[config.mk]
export PLATFORM = sky130hd
export DESIGN_NAME = vc_credit_tracker
export DESIGN_NICKNAME = d
export VERILOG_FILES = /design/src/rtl/vc_credit_tracker_pkg.sv /design/src/rtl/vc_credit_slot.sv /design/src/rtl/vc_credit_tracker.sv
export SDC_FILE = /design/constraint.sdc
export NUM_CORES = 1
export LEC_CHECK = 0
export CAP_MARGIN = 20
export CORE_MARGIN = 5
export CORE_UTILIZATION = 51
export CTS_BUF_LIST = sky130_fd_sc_hd__clkbuf_8
export DETAILED_ROUTE_END_ITERATION = 6
export PLACE_DENSITY = 0.81
export SLEW_MARGIN = 5
export SYNTH_ARGS = -nofsm -noshare
export SYNTH_HDL_FRONTEND = slang
export SYNTH_HIERARCHICAL = 1
export SYNTH_SLANG_ARGS = --single-unit
export TNS_END_PERCENT = 30
[constraint.sdc]
create_clock -name clk -period 1.7 [get_ports clk]
set_input_delay 0.255 -clock clk [delete_from_list [all_inputs] [get_ports clk]]
set_output_delay 0.255 -clock clk [all_outputs]
set_load 0.005 [all_outputs]
[src/rtl/vc_credit_tracker_pkg.sv]
// Shared router types: port directions, VC id width and the per-VC ownership state.
package vc_credit_tracker_pkg;

  localparam int VC_ID_BITS = 1;

  typedef enum logic [2:0] {
    DIR_NORTH,
    DIR_EAST,
    DIR_SOUTH,
    DIR_WEST,
    DIR_LOCAL
  } dir_t;

  localparam dir_t LOCAL_PORT = DIR_LOCAL;

  // IDLE: allocatable; ACTIVE: packet open; DRAIN: tail sent, waiting for downstream to empty
  typedef enum logic [1:0] {
    IDLE,
    ACTIVE,
    DRAIN
  } vc_state_t;

endpackage

[src/rtl/vc_credit_slot.sv]
// One VC: downstream free-slot counter plus the ownership FSM, with sim-only protocol checks.
module vc_credit_slot
  import vc_credit_tracker_pkg::*;
#(
  parameter int   FIFO_DEPTH = 4,
  parameter int   CTR_WIDTH  = 3,
  parameter dir_t PORT       = LOCAL_PORT,
  parameter int   VC_IDX     = 0
) (
  input  logic                 clk,
  input  logic                 rst,
  input  logic                 send_hit,
  input  logic                 credit_hit,
  input  logic                 send_head,
  input  logic                 send_tail,
  output logic [CTR_WIDTH-1:0] cnt,
  output vc_state_t            state
);

  localparam logic [CTR_WIDTH-1:0] FULL = CTR_WIDTH'(FIFO_DEPTH);

  logic                 dec, inc;
  logic [CTR_WIDTH-1:0] cnt_nxt;

  // A same-cycle send and credit cancel, which keeps both boundaries legal.
  assign dec = send_hit && !credit_hit && (cnt != '0);
  assign inc = credit_hit && !send_hit && (cnt != FULL);

  always_comb begin
    cnt_nxt = cnt;
    if (dec)      cnt_nxt = cnt - CTR_WIDTH'(1);
    else if (inc) cnt_nxt = cnt + CTR_WIDTH'(1);
  end

  always_ff @(posedge clk) begin
    if (rst) begin
      cnt   <= FULL;
      state <= IDLE;
    end else begin
      cnt <= cnt_nxt;
      case (state)
        IDLE:    if (send_hit && send_head) state <= send_tail ? DRAIN : ACTIVE;
        ACTIVE:  if (send_hit && send_tail) state <= DRAIN;
        // next-cycle count lets the last credit and the release land on one edge
        DRAIN:   if (cnt_nxt == FULL)       state <= IDLE;
        default: state <= IDLE;
      endcase
    end
  end

`ifndef SYNTHESIS
  int   err_cnt;
  logic e_under, e_over, e_body, e_head, e_drain;

  assign e_under = send_hit && !credit_hit && (cnt == '0);
  assign e_over  = credit_hit && !send_hit && (cnt == FULL);
  assign e_body  = send_hit && (state == IDLE) && !send_head;
  assign e_head  = send_hit && (state == ACTIVE) && send_head;
  assign e_drain = send_hit && (state == DRAIN);

  always_ff @(posedge clk) begin
    if (!rst) begin
      if (e_under) $display("[%s vc%0d] CREDIT UNDERFLOW (#%0d)", PORT.name(), VC_IDX, err_cnt + 1);
      if (e_over)  $display("[%s vc%0d] CREDIT OVERFLOW (#%0d)", PORT.name(), VC_IDX, err_cnt + 1);
      if (e_body)  $display("[%s vc%0d] BODY ON IDLE VC (#%0d)", PORT.name(), VC_IDX, err_cnt + 1);
      if (e_head)  $display("[%s vc%0d] HEAD ON ACTIVE VC (#%0d)", PORT.name(), VC_IDX, err_cnt + 1);
      if (e_drain) $display("[%s vc%0d] SEND ON DRAINING VC (#%0d)", PORT.name(), VC_IDX, err_cnt + 1);
      err_cnt <= err_cnt + $countones({e_under, e_over, e_body, e_head, e_drain});
    end
  end
`endif

endmodule

[src/rtl/vc_credit_tracker.sv]
// Per-output-port credit/VC-state tracker: decodes send and credit VC ids and runs one slot per VC.
module vc_credit_tracker
  import vc_credit_tracker_pkg::*;
#(
  parameter int   NUM_VC     = 2,
  parameter int   FIFO_DEPTH = 4,
  parameter int   CTR_WIDTH  = 3,
  parameter dir_t PORT       = LOCAL_PORT
) (
  input  logic                        clk,
  input  logic                        rst,
  input  logic                        send_valid,
  input  logic [VC_ID_BITS-1:0]       send_vc,
  input  logic                        send_head,
  input  logic                        send_tail,
  input  logic                        credit_valid,
  input  logic [VC_ID_BITS-1:0]       credit_vc,
  output logic [NUM_VC*CTR_WIDTH-1:0] credit_count,
  output logic [NUM_VC-1:0]           credit_avail,
  output logic [NUM_VC-1:0]           vc_free
);

  logic [NUM_VC-1:0][CTR_WIDTH-1:0] cnt;
  logic [NUM_VC-1:0]                send_hit, credit_hit;
  vc_state_t                        state [NUM_VC];

  for (genvar v = 0; v < NUM_VC; v++) begin : g_slot
    assign send_hit[v]   = send_valid   && (send_vc   == VC_ID_BITS'(v));
    assign credit_hit[v] = credit_valid && (credit_vc == VC_ID_BITS'(v));

    vc_credit_slot #(
      .FIFO_DEPTH (FIFO_DEPTH),
      .CTR_WIDTH  (CTR_WIDTH),
      .PORT       (PORT),
      .VC_IDX     (v)
    ) u_slot (
      .clk        (clk),
      .rst        (rst),
      .send_hit   (send_hit[v]),
      .credit_hit (credit_hit[v]),
      .send_head  (send_head),
      .send_tail  (send_tail),
      .cnt        (cnt[v]),
      .state      (state[v])
    );

    // pure register decodes; nothing here depends on this cycle's inputs
    assign credit_avail[v] = |cnt[v];
    assign vc_free[v]      = (state[v] == IDLE);
  end

  assign credit_count = cnt;

endmodule

==> metrics.txt, run 1 <==
relative max-transition margin 0.7306; design area approximately 1300 µm²; launch point of the worst path g_slot[1].u_slot/cnt[0]; detailed placement HPWL 1516 µm; final slew viol count 0; dominant cell type by area after synthesis sky130_fd_sc_hd__dfxtp_1; violation count after the first detailed-route iteration 23; GR Util All Layers 0.1772; Largest stage delay, worst path 330 ps; main flop type after synthesis sky130_fd_sc_hd__dfxtp_1; clock transition at the register clock pins on the worst setup and hold paths after CTS approximately 50 ps; effective utilization at floorplan 0.5399; syn_nets 124; leakage power 0.0005521 µW; area enclosed by the die boundary 2494 µm²; top-level port count 18; global route overflow 0; endpoint of the worst-slack reg-to-reg timing path g_slot[1].u_slot/state[1]; share of flip-flops with an asynchronous set or reset 0; Tot Pwr 1117 µW; number of antenna violations at the first check in global routing 0; clock network latency to the later pin of the worst-skew pair 230 ps; RSZ-0062 raised after global routing yes; family of cells with the greatest summed delay on the critical path simple AND/OR/NAND/NOR gates; via count of the first global-routing pass 804; maximum fanout encountered on the critical timing path 4; Sequential Power Share 0.263; Crit Path Class flop to flop; final wirelength around 2600 µm; signed area change from the synthesized netlist to the final layout 56.00%; number of input and output port buffers inserted 17; top achievable clock speed slightly above 0.6 GHz; count of inserted antenna diode cells 0; number of synthesis warnings 6; first-pass GRT wire length about 3400 µm; net switching power 369.2 µW; net count of the finished layout 158; CTS Root Buffer Type sky130_fd_sc_hd__clkbuf_8; Post-route DRC 0; remaining number of nets flagged by the antenna check after routing 0; synthesized area per cell approximately 7.4 µm²; most frequent cell after synthesis sky130_fd_sc_hd__nor2_1; number of enable-type register cells in the synthesized netlist 0; final setup violating endpoints 0; post-synthesis register bit count 10; Worst Setup Start Kind flop; clk sink count 10; cts bufs inserted 3; Min-Delay Path Depth 1; first drt pass iteration count 4; Worst IR Drop VDD 0.8011 mV; RePlAce Congestion roughly 0.82; CP Capture Type flop; dpl cell area between 1000 and 1500 µm²; cell area power density 880.0 nW/µm²; number of buffers between clock root and the deepest sink 2; # H-tree levels 1; cell row count 14; cells along the critical path buf_6 > ha_2 > and4bb_1 > o21ai_2 > nand3_2 > nor4_4 > o21ai_1; portion of total power attributed to the clock network 0.266; worst min-delay path endpoint g_slot[1].u_slot/state[0]; R2R depth 7; Period Utilization, post-route 0.9569; reg2reg start g_slot[1].u_slot/cnt[0]; TritonCTS clock tree yes; largest net degree at the start of global routing 13; actual transition at the worst max-transition pin 401.2 ps; number of vias per cell after detailed routing roughly 6.0; combinational share of power 0.471; sequential area share after synthesis 0.2462; Mapped Cells 110; data required time of the worst path between 1500 and 2000 ps; top cells by area, synth sky130_fd_sc_hd__dfxtp_1, sky130_fd_sc_hd__ha_1, sky130_fd_sc_hd__nor2b_1; Cell Int Power 747.4 µW; most instantiated cells after synthesis sky130_fd_sc_hd__nor2_1, sky130_fd_sc_hd__dfxtp_1, sky130_fd_sc_hd__nor2b_1; die extent in x 49.94 µm; share of post-route cells with drive strength above 1 0.2727; cell with the largest stage delay on the worst path sky130_fd_sc_hd__dfxtp_2; core area 1506 µm²; slack of the worst reg-to-reg path 70 ps; detail-routed net length per standard cell 16.21 µm; arrival time reported for the critical path endpoint 1740 ps; reported max-cap violation count 0; number of hold-slack violations in the final timing report 0; number of distinct library cells after synthesis 26; Min-Delay Startpoint g_slot[1].u_slot/state[1]; type of the tightest min-delay check flop to flop; height of the die 49.94 µm; via count around 950; switching share of power 0.3306; number of buffer and inverter stages on the critical path 1; outcome finished clean; final clock skew 0.4556 ps; min cycle time layout 1627 ps; share of Yosys cell area claimed by the top area cell type 0.2462; post-synth design cell area 813.3 µm²
[worst reg2reg max path, stage by stage, from the launching register on]
cell and delay [ps]:
sky130_fd_sc_hd__dfxtp_2 330, sky130_fd_sc_hd__buf_6 120, sky130_fd_sc_hd__ha_2 170, sky130_fd_sc_hd__and4bb_1 190
sky130_fd_sc_hd__o21ai_2 120, sky130_fd_sc_hd__nand3_2 140, sky130_fd_sc_hd__nor4_4 320, sky130_fd_sc_hd__o21ai_1 110
[sequential cells by signal, summed over array words and instances, names as in the netlist]
| register | cells |
|---|---|
| g_slot.u_slot/cnt | 6 |
| g_slot.u_slot/state | 4 |
[layer usage]
metal  routed length (µm)  track usage  vias up
li1                     -            -      452
met1                 1089       0.2140      467
met2                 1363       0.2797       26
met3                   96      0.03614        4
met4                   28       0.1135        0
met5                    0            0        -
[area by class of cell]
| class | instances | area (µm²) |
|---|---|---|
| Sequential cell | 10 | 202.7 |
| Inverter | 4 | 15.01 |
| Tap cell | 16 | 20.02 |
| Timing Repair Buffer | 35 | 327.8 |
| Clock buffer | 4 | 55.05 |
| Multi-Input combinational cell | 90 | 648.1 |
| Fill cell | 86 | 237.7 |
[per-stage QoR]
| step | instances | hold slack [ps] | utilization | setup WS, ps | setup TNS (ps) |
|---|---|---|---|---|---|
| final | 159 | 502.0 | 0.8422 | 73.25 | 0 |
| after CTS | 151 | 499.2 | 0.7359 | -63.69 | -100.7 |
| after detailed placement | 147 | 482.2 | 0.6960 | -270.4 | -977.0 |
| after global routing | 159 | 519.9 | 0.8422 | -33.42 | -40.93 |
| after floorplan | 110 | 326.6 | - | 150.8 | 0 |
| after global placement | 147 | 477.0 | 0.6960 | -268.5 | -785.9 |
[layout by cell type (no fill, tap or decap), drive strengths merged]
master and count:
nor4 2, o2111ai 2, a2111oi 2, clkdlybuf4s50 11, a21oi 6, or3 2, nor2 14, nor3 2
a32oi 2, clkdlybuf4s15 1, nand3 6, dlygate4sd2 2, inv 4, nand2 6, nor2b 10, dlymetal6s2s 4
o21ai 8, and2 4, nand3b 2, clkbuf 4, nand2b 4, and4bb 2, buf 17, dfxtp 10
a22oi 2, xnor2 2, ha 6, or2b 2, nand4 2, and3b 2
[power groups by stage]
stage          combinational, µW  sequential [µW]  clock (µW)
2_1_floorplan                236              294           0
3_3_place_gp                 388              287           0
3_5_place_dp                 403              290           0
4_1_cts                      416              286         300
5_1_grt                      573              297         326
6_report                     526              293         297
[how the worst max path moves through the flow]
stage,to,slack [ps],cells after the start
after floorplan,g_slot[1].u_slot/state[1],150,7
after global placement,g_slot[0].u_slot/state[1],-270,7
after detailed placement,g_slot[0].u_slot/state[1],-270,7
after CTS,g_slot[1].u_slot/state[1],-60,7
after global routing,g_slot[1].u_slot/state[1],-30,7
final,g_slot[1].u_slot/state[1],70,7
[what timing repair did]
action                                  in CTS  in global routing
endpoints found under the setup margin       4                  2
buffers inserted                             0                  7
resized for setup                            4                 31
pin swaps                                    2                 11
hold buffers                                 0                  0
cloned                                       0                  1
[cell families after synthesis]
| family | Yosys count | synth area share |
|---|---|---|
| adder cells (fa/ha/maj) | 6 | 0.09231 |
| flip-flops | 10 | 0.2462 |
| AO/OA/AOI/OAI | 22 | 0.1692 |
| buffers and inverters | 10 | 0.05538 |
| XOR/XNOR | 2 | 0.02154 |
| AND/OR/NAND/NOR | 60 | 0.4154 |
Power figures use the tool's default switching activity.
==> run 2, diff against run 1 <==
--- a/config.mk
+++ b/config.mk
@@ -7,10 +7,11 @@
 export LEC_CHECK = 0
 export CAP_MARGIN = 20
 export CORE_MARGIN = 5
-export CORE_UTILIZATION = 51
+export CORE_UTILIZATION = 50
 export CTS_BUF_LIST = sky130_fd_sc_hd__clkbuf_8
 export DETAILED_ROUTE_END_ITERATION = 6
-export PLACE_DENSITY = 0.81
+export PLACE_DENSITY = 0.79
+export SKIP_LAST_GASP = 1
 export SLEW_MARGIN = 5
 export SYNTH_ARGS = -nofsm -noshare
 export SYNTH_HDL_FRONTEND = slang
==> run 2 against run 1 <==
  * Combinational power shrank 1%
  * Wire length shrank 14%
  * Sequential share of layout area grew 0.66 points
  * Power shrank 1.2%
==> metrics.txt, run 2 (synthesis results as in run 1) <==
height of the die 50.33 µm; actual transition at the worst max-transition pin between 300 and 400 ps; clock network latency to the later pin of the worst-skew pair 230 ps; Period Utilization, post-route 0.9948; Placed Cells incl. Taps 149; portion of total power attributed to the clock network 0.261; launch point of the worst path g_slot[1].u_slot/cnt[0]; arrival time reported for the critical path endpoint 1440 ps; final wirelength 2218 µm; cell area power density 872.9 nW/µm²; post-route core utilization 0.8292; endpoint of the worst-slack reg-to-reg timing path g_slot[0].u_slot/cnt[2]; via count 895; Cell Int Power 756.6 µW; min cycle time layout 1691 ps; number of buffers between clock root and the deepest sink 2; data required time of the worst path 1440 ps; RePlAce Congestion 0.8560; final setup violating endpoints 0; detailed placement HPWL approximately 1600 µm; Post-route DRC 0; global route overflow 0; Largest Register g_slot.u_slot/cnt; largest net degree at the start of global routing 13; relative max-transition margin 0.7678; area enclosed by the die boundary 2533 µm²; cts bufs inserted 3; Sequential Power Share 0.269; dpl cell area 1064 µm²; Largest stage delay, worst path 450 ps; remaining number of nets flagged by the antenna check after routing 0; clock transition at the register clock pins on the worst setup and hold paths after CTS roughly 50 ps; TritonCTS clock tree yes; maximum fanout encountered on the critical timing path 3; cells along the critical path buf_4 > or3_1 > clkdlybuf4s50_1; type of the tightest min-delay check flop to flop; first drt pass iteration count 4; commonest cells after routing, fill and taps aside sky130_fd_sc_hd__buf_4, sky130_fd_sc_hd__nor2_1, sky130_fd_sc_hd__clkdlybuf4s50_1; reported max-cap violation count 0; share of post-route cells with drive strength above 1 0.2797; Setup TNS Final 0 ps; switching share of power 0.3142; CTS Root Buffer Type sky130_fd_sc_hd__clkbuf_8; final slew viol count 0; signed area change from the synthesized netlist to the final layout 55.38%; via count of the first global-routing pass roughly 800; combinational share of power 0.471; Worst IR Drop VDD 0.9258 mV; outcome finished clean; flip-flop count of the largest register, all copies and words added 6; GR Util All Layers 0.1735; Tot Pwr 1103 µW; cell row count 14; top achievable clock speed 0.5913 GHz; CP Capture Type output port; number of input and output port buffers inserted 17; Crit Path Class flop to output port; reg2reg start g_slot[0].u_slot/cnt[0]; hold buffer count at cts 0; net count of the finished layout 158; net switching power 346.6 µW; clk sink count 10; detail-routed net length per standard cell 13.95 µm; crit path capture credit_avail[1]; Worst Setup Start Kind flop; violation count after the first detailed-route iteration 16; core area 1524 µm²; Regs by FF count g_slot.u_slot/cnt: 6 flops, g_slot.u_slot/state: 4 flops; leakage power about 0.00055 µW; final clock skew 3.924 ps; top-level port count 18; Finished Layout Cells 159; die extent in x 50.33 µm; R2R depth 8; number of hold-slack violations in the final timing report 0; cell with the largest stage delay on the worst path sky130_fd_sc_hd__clkdlybuf4s50_1; design area 1264 µm²; number of antenna violations at the first check in global routing 0; first-pass GRT wire length 3477 µm; most frequent standard cell in the layout excluding fill and tap cells sky130_fd_sc_hd__buf_4; effective utilization at floorplan 0.5337; count of inserted antenna diode cells 0; number of vias per cell after detailed routing 5.629; # H-tree levels 1; RSZ-0062 raised after global routing yes; slack of the worst reg-to-reg path 80 ps
==> run 2: cell count changes in the layout (fill, tap and decap cells not counted), sizes merged <==
| cell | previous run | this run |
|---|---|---|
| clkdlybuf4s15 | 1 | 0 |
| buf | 17 | 18 |
| clkdlybuf4s50 | 11 | 13 |
| dlygate4sd2 | 2 | 0 |
==> run 2: worst min path at each step <==
stage	from	endpoint	slack, ps	cells after the start
floorplan	rst	g_slot[0].u_slot/cnt[0]	330	1
global placement	g_slot[1].u_slot/state[1]	g_slot[1].u_slot/state[0]	480	1
detailed placement	g_slot[1].u_slot/state[1]	g_slot[1].u_slot/state[0]	490	1
CTS	g_slot[1].u_slot/state[1]	g_slot[1].u_slot/state[1]	490	2
global route	g_slot[1].u_slot/state[1]	g_slot[1].u_slot/state[1]	510	2
finish	g_slot[0].u_slot/state[1]	g_slot[0].u_slot/state[1]	490	2
==> run 2: power by group through the flow <==
stage | Sequential [µW] | Clock [µW] | Combinational (µW)
3_3_place_gp | 292 | 0 | 396
4_1_cts | 290 | 295 | 433
2_1_floorplan | 294 | 0 | 236
3_5_place_dp | 295 | 0 | 412
5_1_grt | 302 | 315 | 570
6_report | 296 | 288 | 519
==> run 2: metal layers <==
layer  vias up  global-route usage  wire, µm  share of wire
met5         -                   0         0              0
met4         0             0.06383        21         0.0095
met3         3             0.03254       107          0.048
met2        25              0.2950      1121           0.51
met1       414              0.2157       967           0.44
li1        453                   -         -              -
==> run 2: cell type report <==
| type | count | area, µm² |
|---|---|---|
| clock buffers | 4 | 55.05 |
| fillers | 94 | 260.3 |
| inverters | 4 | 15.01 |
| multi-input cells | 90 | 640.6 |
| flip-flops and latches | 10 | 210.2 |
| well taps | 16 | 20.02 |
| repair buffers | 35 | 322.8 |
==> run 2: critical path: cells and delay by family (launching register included) <==
family / cells / cell delay [ps]
buffers and inverters: 2 / 590
DFF: 1 / 330
and+or+nand+nor: 1 / 290
==> run 2: metrics by stage <==
step                setup slack, ps  hold WS (ps)
floorplan                     150.8         326.6
global placement             -276.3         475.8
detailed placement           -309.3         485.5
CTS                          -11.06         492.5
global route                 -36.20         514.5
finish                        8.860         486.2
==> run 2: what timing repair did <==
item,4_1_cts,5_1_grt
setup endpoints to repair,3,8
setup buffers,2,5
pin swaps,2,10
resized for setup,4,26
hold endpoints to repair,0,0
